<file path="src/rtl/rle_pkg.sv">
// Shared definitions for the RLE frame scheduler: FSM encoding and the
// {count, pixel} pair word format written to the destination RAM.
package rle_pkg;

    localparam int PAIR_W = 16;

    localparam logic [2:0] ST_IDLE    = 3'd0;
    localparam logic [2:0] ST_PREFILL = 3'd1;
    localparam logic [2:0] ST_FEED    = 3'd2;
    localparam logic [2:0] ST_DRAIN   = 3'd3;
    localparam logic [2:0] ST_FINISH  = 3'd4;

    typedef struct packed {
        logic [7:0] count;
        logic [7:0] pixel;
    } rle_pair_t;

    function automatic logic [PAIR_W-1:0] pack_pair(input rle_pair_t p);
        return {p.count, p.pixel};
    endfunction

    function automatic rle_pair_t unpack_pair(input logic [PAIR_W-1:0] w);
        rle_pair_t p;
        p.count = w[15:8];
        p.pixel = w[7:0];
        return p;
    endfunction

endpackage

</file>
<file path="src/rtl/rle_pixel_skid.sv">
// Two-entry pixel FIFO between the source RAM and the compressor input;
// push and pop may happen in the same cycle.
module rle_pixel_skid (
    input  logic       clk,
    input  logic       rst_n,
    input  logic       push,
    input  logic [7:0] push_data,
    input  logic       pop,
    output logic [7:0] head,
    output logic [1:0] occupancy,
    output logic       empty
);

    logic [7:0] entry0;
    logic [7:0] entry1;
    logic [1:0] count;
    logic       pop_ok;
    logic       push_ok;

    assign pop_ok  = pop && (count != 2'd0);
    assign push_ok = push && ((count != 2'd2) || pop_ok);

    // entry0 is always the head; a simultaneous push/pop shifts entry1 forward
    always_ff @(posedge clk) begin
        if (!rst_n) begin
            entry0 <= 8'd0;
            entry1 <= 8'd0;
            count  <= 2'd0;
        end else begin
            case ({push_ok, pop_ok})
                2'b10: begin
                    if (count == 2'd0) begin
                        entry0 <= push_data;
                    end else begin
                        entry1 <= push_data;
                    end
                    count <= count + 2'd1;
                end
                2'b01: begin
                    entry0 <= entry1;
                    count  <= count - 2'd1;
                end
                2'b11: begin
                    if (count == 2'd1) begin
                        entry0 <= push_data;
                    end else begin
                        entry0 <= entry1;
                        entry1 <= push_data;
                    end
                end
                default: begin
                end
            endcase
        end
    end

    assign head      = entry0;
    assign occupancy = count;
    assign empty     = (count == 2'd0);

endmodule

</file>
<file path="src/rtl/rle_frame_scheduler.sv">
// Drives one rle_compressor across a frame in source RAM, keeping its input
// gap-free, and stores the resulting (count, pixel) pairs in destination RAM.
module rle_frame_scheduler
    import rle_pkg::*;
#(
    parameter int ADDR_W    = 10,
    parameter int OUT_DEPTH = 1024
) (
    input  logic              clk,
    input  logic              rst_n,
    input  logic              cfg_start,
    input  logic [15:0]       cfg_frame_len,
    output logic              busy,
    output logic              done,
    output logic              error,
    output logic [15:0]       pairs_written,
    output logic              src_re,
    output logic [ADDR_W-1:0] src_addr,
    input  logic [7:0]        src_rdata,
    output logic              dst_we,
    output logic [ADDR_W-1:0] dst_addr,
    output logic [15:0]       dst_wdata,
    output logic              comp_start,
    output logic [7:0]        comp_pixel,
    output logic              comp_valid_in,
    input  logic [7:0]        comp_data,
    input  logic [7:0]        comp_count,
    input  logic              comp_valid_out
);

    logic [2:0]  state;
    logic [15:0] len_q;
    logic [15:0] fetched;
    logic [15:0] accepted;
    logic [15:0] pairs_q;
    logic [16:0] sum_q;
    logic        rd_pend;
    logic        error_q;

    logic [7:0]  skid_head;
    logic [1:0]  skid_occ;
    logic        skid_empty;

    logic        accept;
    logic        last_accept;
    logic        capture;
    logic        overflow_slot;
    logic [16:0] sum_next;
    logic [1:0]  prefill_target;
    logic        prefill_issue;
    logic        prefill_ready;
    logic        feed_issue;
    rle_pair_t   out_pair;

    rle_pixel_skid u_skid (
        .clk       (clk),
        .rst_n     (rst_n),
        .push      (rd_pend),
        .push_data (src_rdata),
        .pop       (accept),
        .head      (skid_head),
        .occupancy (skid_occ),
        .empty     (skid_empty)
    );

    // The compressor ignores its input on any valid_out cycle, so a pixel
    // only counts as consumed when valid_out is low.
    assign accept        = (state == ST_FEED) && !skid_empty && !comp_valid_out;
    assign last_accept   = accept && (accepted == (len_q - 16'd1));
    assign capture       = comp_valid_out && ((state == ST_FEED) || (state == ST_DRAIN));
    assign overflow_slot = ({1'b0, pairs_q} >= 17'(OUT_DEPTH));
    assign sum_next      = sum_q + {9'd0, comp_count};

    // Prefill stops at two entries (or one for a single-pixel frame) so the
    // buffer can absorb the read that lands during an output bubble.
    assign prefill_target = (len_q == 16'd1) ? 2'd1 : 2'd2;
    assign prefill_issue  = (state == ST_PREFILL) && (fetched < len_q)
                            && ((skid_occ + {1'b0, rd_pend}) < 2'd2);
    assign prefill_ready  = (state == ST_PREFILL) && (skid_occ == prefill_target);
    assign feed_issue     = accept && (fetched < len_q);

    assign out_pair.count = comp_count;
    assign out_pair.pixel = comp_data;

    assign src_re        = prefill_issue || feed_issue;
    assign src_addr      = fetched[ADDR_W-1:0];
    assign comp_start    = prefill_ready;
    assign comp_valid_in = (state == ST_FEED) && !skid_empty;
    assign comp_pixel    = (state == ST_FEED) ? skid_head : 8'd0;
    assign dst_we        = capture && !overflow_slot;
    assign dst_addr      = pairs_q[ADDR_W-1:0];
    assign dst_wdata     = capture ? pack_pair(out_pair) : 16'd0;
    assign busy          = (state == ST_PREFILL) || (state == ST_FEED) || (state == ST_DRAIN);
    assign done          = (state == ST_FINISH);
    assign error         = error_q;
    assign pairs_written = pairs_q;

    // Frame completion is judged by the running count sum, since the
    // compressor's own done flag is sticky across frames.
    always_ff @(posedge clk) begin
        if (!rst_n) begin
            state    <= ST_IDLE;
            len_q    <= 16'd0;
            fetched  <= 16'd0;
            accepted <= 16'd0;
            pairs_q  <= 16'd0;
            sum_q    <= 17'd0;
            rd_pend  <= 1'b0;
            error_q  <= 1'b0;
        end else begin
            rd_pend <= src_re;
            if (src_re) begin
                fetched <= fetched + 16'd1;
            end
            if (accept) begin
                accepted <= accepted + 16'd1;
            end
            if (capture) begin
                sum_q   <= sum_next;
                pairs_q <= pairs_q + 16'd1;
                if (overflow_slot) begin
                    error_q <= 1'b1;
                end
            end

            case (state)
                ST_IDLE: begin
                    if (cfg_start) begin
                        len_q    <= cfg_frame_len;
                        fetched  <= 16'd0;
                        accepted <= 16'd0;
                        pairs_q  <= 16'd0;
                        sum_q    <= 17'd0;
                        error_q  <= (cfg_frame_len == 16'd0);
                        state    <= (cfg_frame_len == 16'd0) ? ST_FINISH : ST_PREFILL;
                    end
                end
                ST_PREFILL: begin
                    if (prefill_ready) begin
                        state <= ST_FEED;
                    end
                end
                ST_FEED: begin
                    if (last_accept) begin
                        state <= ST_DRAIN;
                    end
                end
                ST_DRAIN: begin
                    if (capture && (sum_next >= {1'b0, len_q})) begin
                        if (sum_next != {1'b0, len_q}) begin
                            error_q <= 1'b1;
                        end
                        state <= ST_FINISH;
                    end
                end
                ST_FINISH: begin
                    state <= ST_IDLE;
                end
                default: begin
                    state <= ST_IDLE;
                end
            endcase
        end
    end

endmodule

</file>
<file path="config.mk">
export PLATFORM = sky130hd
export DESIGN_NAME = rle_frame_scheduler
export DESIGN_NICKNAME = d
export VERILOG_FILES = /design/src/rtl/rle_pkg.sv /design/src/rtl/rle_pixel_skid.sv /design/src/rtl/rle_frame_scheduler.sv
export SDC_FILE = /design/constraint.sdc
export NUM_CORES = 1
export LEC_CHECK = 0
export ABC_CLOCK_PERIOD_IN_PS = 10900
export BUFFER_PORTS_ARGS = -buffer_cell sky130_fd_sc_hd__clkbuf_2
export CORE_UTILIZATION = 62
export DETAILED_ROUTE_END_ITERATION = 10
export PLACE_DENSITY_LB_ADDON = 0.05
export SLEW_MARGIN = 20
export SYNTH_ARGS = -nofsm -noshare
export SYNTH_HDL_FRONTEND = slang
export SYNTH_HIERARCHICAL = 1
export SYNTH_SLANG_ARGS = --single-unit
</file>
<file path="constraint.sdc">
create_clock -name clk -period 10.9 [get_ports clk]
set_clock_uncertainty 0.15 [all_clocks]
set_input_delay 0 -clock clk [delete_from_list [all_inputs] [get_ports clk]]
set_output_delay 0 -clock clk [all_outputs]
set_load 0.005 [all_outputs]
</file>
== After elaboration in Yosys (flattened, before gate mapping) ==
Index checks and enable logic that the tools add are counted.

* Flip-flop bits (word level): 104
* Input bits: 44
* Output and inout port bits: 67
* Logic and storage cells: 108

* Add/subtract/negate cells: 8
* $lt $le $gt $ge: 4
* Eq/ne operators: 20
* Multiplexer cells: 34
* Reduce and logical (&&, ||, !) cells: 31

{| class="wikitable"
|+ Operator list
! operator !! count
|-
| $mux 16 || 10
|-
| $mux 17 || 3
|-
| $add 16x1->16 const B || 3
|-
| $mux 8 || 5
|-
| $pmux 8 s3 || 1
|-
| $add 17x8->17 || 1
|-
| $ge 17x16->1 || 1
|-
| $ne 17x16->1 || 1
|-
| $eq 16x1->1 const B || 1
|-
| $eq 16x16->1 || 1
|-
| $ge 16x11->1 const B || 1
|-
| $logic_not 16->1 || 1
|-
| $lt 16x16->1 || 1
|-
| $pmux 8 s2 || 1
|-
| $sub 16x1->16 const B || 1
|-
| $mux 3 || 5
|-
| $ne 2x2->1 const B || 7
|-
| $logic_and 1x1->1 || 12
|-
| $pmux 3 s4 || 1
|-
| $eq 3x2->1 const B || 2
|-
| $reduce_bool 2->1 || 3
|-
| $logic_or 1x1->1 || 5
|-
| $mux 1 || 5
|-
| $eq 2x1->1 const B || 2
|-
| 19 further kinds || 23
|}

== Longest topological paths before layout ==
* Depth after elaboration: 10
* Mapped depth: 16
* Gate-level depth less buffers: 16

== Cells and area by module ==
The synthesis kept the hierarchy.

{| class="wikitable"
|+ By module, submodules not included
! module !! times used !! cells an instance !! area an instance (sq um) !! seq. area each (sq um)
|-
| rle_frame_scheduler || 1 || 735 || 5859.4 || 1721.7
|-
| rle_pixel_skid || 1 || 91 || 849.6 || 360.3
|}

== Worst setup path before layout ==
OpenSTA, ideal clock, no wires.

* Kind: register -> register
* Start: register sum_q[0]
* End: register state[0]
* Library setup time: 0.079 ns
* Data arrival time: 3.318 ns
* Data required time: 10.671 ns
* Setup slack: 7.353 ns
* Stages on the path, launching flop included: 16
* Path buffers: 0
* Period minus slack after synthesis: 3.547 ns
* Cells stage by stage: dfxtp_1 -> ha_1 -> fa_1 -> nand3_1 -> and2_1 -> o21a_1 -> o21ai_1 -> xor2_1 -> ha_1 -> nand4_1 -> inv_1 -> a2111o_1 -> a2111oi_0 -> and2_1 -> o2111ai_1 -> a22oi_1

* Cells in the longest elaborated chain, start to end: 5

{| class="wikitable"
|+ RTL lines
! element !! RTL line !! RTL
|-
| start, declared || rle_frame_scheduler.sv:36 || <nowiki>logic [16:0] sum_q;</nowiki>
|-
| start signal, assigned || rle_frame_scheduler.sv:119 || <nowiki>sum_q <= sum_next;</nowiki>
|-
| $add 17x8->17 || rle_frame_scheduler.sv:72 || <nowiki>assign sum_next = sum_q + {9'd0, comp_count};</nowiki>
|-
| $ge 17x16->1 || rle_frame_scheduler.sv:149 || <nowiki>if (capture && (sum_next >= {1'b0, len_q})) begin</nowiki>
|-
| $logic_and 1x1->1 || rle_frame_scheduler.sv:149 ||
|-
| $ne 2x1->1 (no source line) || -- ||
|-
| $reduce_and 4->1 (no source line) || -- ||
|-
| end signal, assigned || rle_frame_scheduler.sv:135 || <nowiki>state <= (cfg_frame_len == 16'd0) ? ST_FINISH : ST_PREFILL;</nowiki>
|-
| end, declared || rle_frame_scheduler.sv:31 || <nowiki>logic [2:0] state;</nowiki>
|}

No other way between the ends.
A chain may end at the register's enable or synchronous reset.

== Worst setup path after layout ==
* Start: register sum_q[1]
* End: register state[1]

Same word-level chain as after synthesis.

==> key figures <==
Placed design
  • PortBufs: 110
  • Final Wtd Congestion: 0.909
  • Placed cell count: 1027
  • Hpwl dp: about 12000 µm

Power and ir drop
  • Overall Power: 1.07 mW
  • LEAKAGE: 3.25 nW
  • Int Pwr: 0.654 mW
  • Max rail drop VDD: about 0.11 mV
  • Sw Pwr: 0.418 mW
  • Switch share: around two fifths
  • Combinational share of power: between 30 and 40%
  • Seq pwr share: 42.3%
  • PwrDens: between 100 and 150 nW/µm²
  • Clock Power Share: 22.2%

Clock tree
  • Clk sink count: 104
  • Clk buf depth: 2
  • Clk slew on worst S/H paths: 0.12 ns
  • CTS tree: built
  • Cts repair resizes: 0
  • CTS buffer count: 9
  • Root Driver: clkbuf_8
  • Worst-Skew Late Latency: 0.40 ns
  • H-tree levels: 3

Logic synthesis
  • Syn Nets: approximately 920
  • Post-synth EDFFs: 0
  • #FFs+latches synth: 104
  • Top cells by area, synth: dfxtp_1 31%, ha_1 9.0%, nand2_1 6.0%
  • Async set or reset register ratio after synthesis: 0%
  • Mean Syn Cell Area: 8.12 µm²
  • Sequential fraction of the synthesis area: between 30% and 40%
  • Leading area contributor after synthesis: dfxtp_1
  • Synth unique cells: 67
  • Main synth FF type: dfxtp_1
  • Mapped Area: 6710 µm²
  • Yosys top cell area share: between 30% and 40%
  • Cells after Synth: 826
  • Synth Warn #: 6

STA
  • Slew Viols, Final: 0
  • Worst-Margin Slew: 1.14 ns
  • Unrepaired setup endpoints after global routing: no
  • Final worst-path cycle share: 38.6%
  • Max-slew headroom: 23.6%
  • Post-layout min period: 4.21 ns
  • Fin. Hold Viols: 0
  • Final setup viols: 0
  • Max Fclk: 237 MHz
  • Setup tns final: 0 ns
  • Hold WS: 0.0339 ns

Die
  • Core outline area: 10400 µm²
  • Io pins: 111
  • Die Ht: between 100 and 150 µm
  • # rows: 37
  • Die area: 11200 µm²
  • Starting Density: 64.4%
  • Die X: 106 µm

Final layout
  • Fin nets: 1023
  • Most frequent cells in the layout: 110 x clkbuf_2, 106 x nand2_1, 104 x dfxtp_1
  • Commonest non-fill, non-tap cell in the layout: clkbuf_2
  • Cell Count, Final, Fillers Out: 1071
  • Share of cells above drive strength 1: 16.3%
  • Layout area overhead: 14.0%
  • Ant diodes: 0

Worst setup path
  • CP Class: flip-flop to flip-flop
  • Crit path launch type: flip-flop
  • CP Data Required Time: 11.06 ns
  • Critical Path Fanout Max: 6
  • CP endpoint kind: flip-flop
  • CP Data Arrival Time: 4.37 ns

Detailed routing
  • Vias per cell: 5.77
  • DR iter-0 viols: roughly 360
  • Post-detailed-route count of antenna-violating nets: 0
  • Drt total wl: ~17000 µm
  • Via count: 6184
  • Avg WL per Cell: 15.4 µm
  • First-pass iteration count of the detailed router: 6
  • Drt drc: 0

GRT
  • Initial antenna violation count: 0
  • Vias in the first global route: 5762
  • Tot GR Track Use: 29.9%
  • Total grt overflow: 0
  • First-pass GRT wire length: 26800 µm
  • Largest net degree at the start of global routing: 41

Run
  • Max cap viols: 0

Hold path
  • Min-Delay Path Class: input port to flip-flop

Run status
  • Status: completed
cell type report:
cell class | instances | area [µm²]
Tap cell | 136 | 170
Clock inverter | 6 | 51.3
Multi-Input combinational cell | 642 | 4230
Inverter | 32 | 120
Clock buffer | 10 | 138
Timing Repair Buffer | 141 | 853
Fill cell | 821 | 2770
Sequential cell | 104 | 2080
flip-flops by register name, indices dropped and copies added, names as in the netlist:
signal            flops
accepted             16
error                 1
fetched              16
len_q                16
pairs_written        16
rd_pend               1
state                 3
sum_q                17
u_skid/entry1         8
u_skid/head           8
u_skid/occupancy      2
power by group through the flow:
stage                     logic (mW)  registers (mW)  clock network, mW
after floorplan                0.287           0.444                  0
after detailed placement       0.366           0.461                  0
final                          0.380           0.454              0.238
after global routing           0.419           0.459              0.260
after global placement         0.353           0.460                  0
after CTS                      0.376           0.453              0.242
repair_timing:
| action | 4_1_cts | 5_1_grt |
|---|---|---|
| endpoints found under the hold margin | 39 | 0 |
| hold buffers | 28 | 0 |
| buffers inserted | 0 | 0 |
stage by stage:
| stage | cell area [µm²] | worst slack (ns) | util [%] |
|---|---|---|---|
| after floorplan | 6710 | 7.35 | - |
| after global placement | 7180 | 7.00 | 68.9 |
| after detailed placement | 7180 | 6.76 | 68.9 |
| after CTS | 7650 | 6.67 | 73.4 |
| after global routing | 7650 | 6.40 | 73.4 |
| final | 7650 | 6.69 | 73.4 |
worst max-delay path, stage by stage, from the launching register on:
cell       delay, ns
dfxtp_1         0.36
ha_1            0.29
a21o_1          0.11
a21oi_1         0.12
o21a_1          0.21
o41ai_2         0.62
nand2_1         0.18
nor2_1          0.16
xor2_1          0.20
ha_1            0.28
nand3_1         0.11
nor2_1          0.07
and3_1          0.18
a2111oi_0       0.55
and2_1          0.23
nor3b_1         0.06
nor4_1          0.25
kinds of logic after synthesis:
logic type,after synthesis,synth area share [%]
adders and majority gates,49,9.25
buffers and inverters,80,5.93
xor gates and xnor gates,80,10.4
AOI/OAI and AO/OA,139,14.3
DFF,104,31.0
muxes,17,2.54
and+or+nand+nor,357,26.5
final timing paths:
path,from,to,slack [ns],cells after the start
max,sum_q[1],state[1],6.69,16
min reg2reg,sum_q[5],sum_q[5],0.32,2
max reg2reg,sum_q[1],state[1],6.69,16
min,cfg_start,state[0],0.03,6
layer usage:
metal	up-vias	share of wire, %	GRT usage, %
met4	0	3.0	12.1
met1	2863	44	36.6
met5	-	0	0
met3	44	5.2	5.89
met2	214	48	51.4
li1	3063	-	-
Yosys cell counts, drive strengths merged (16+ instances only):
| cell | number |
|---|---|
| and2 | 32 |
| clkbuf | 22 |
| mux2i | 17 |
| ha | 48 |
| nand4 | 25 |
| xor2 | 42 |
| nand2 | 107 |
| a21oi | 38 |
| o21ai | 28 |
| dfxtp | 104 |
| nand3 | 25 |
| inv | 32 |
| xnor2 | 38 |
| a21boi | 16 |
| nor2 | 82 |
| buf | 26 |
Note: power is estimated with default switching activity, not from simulation.
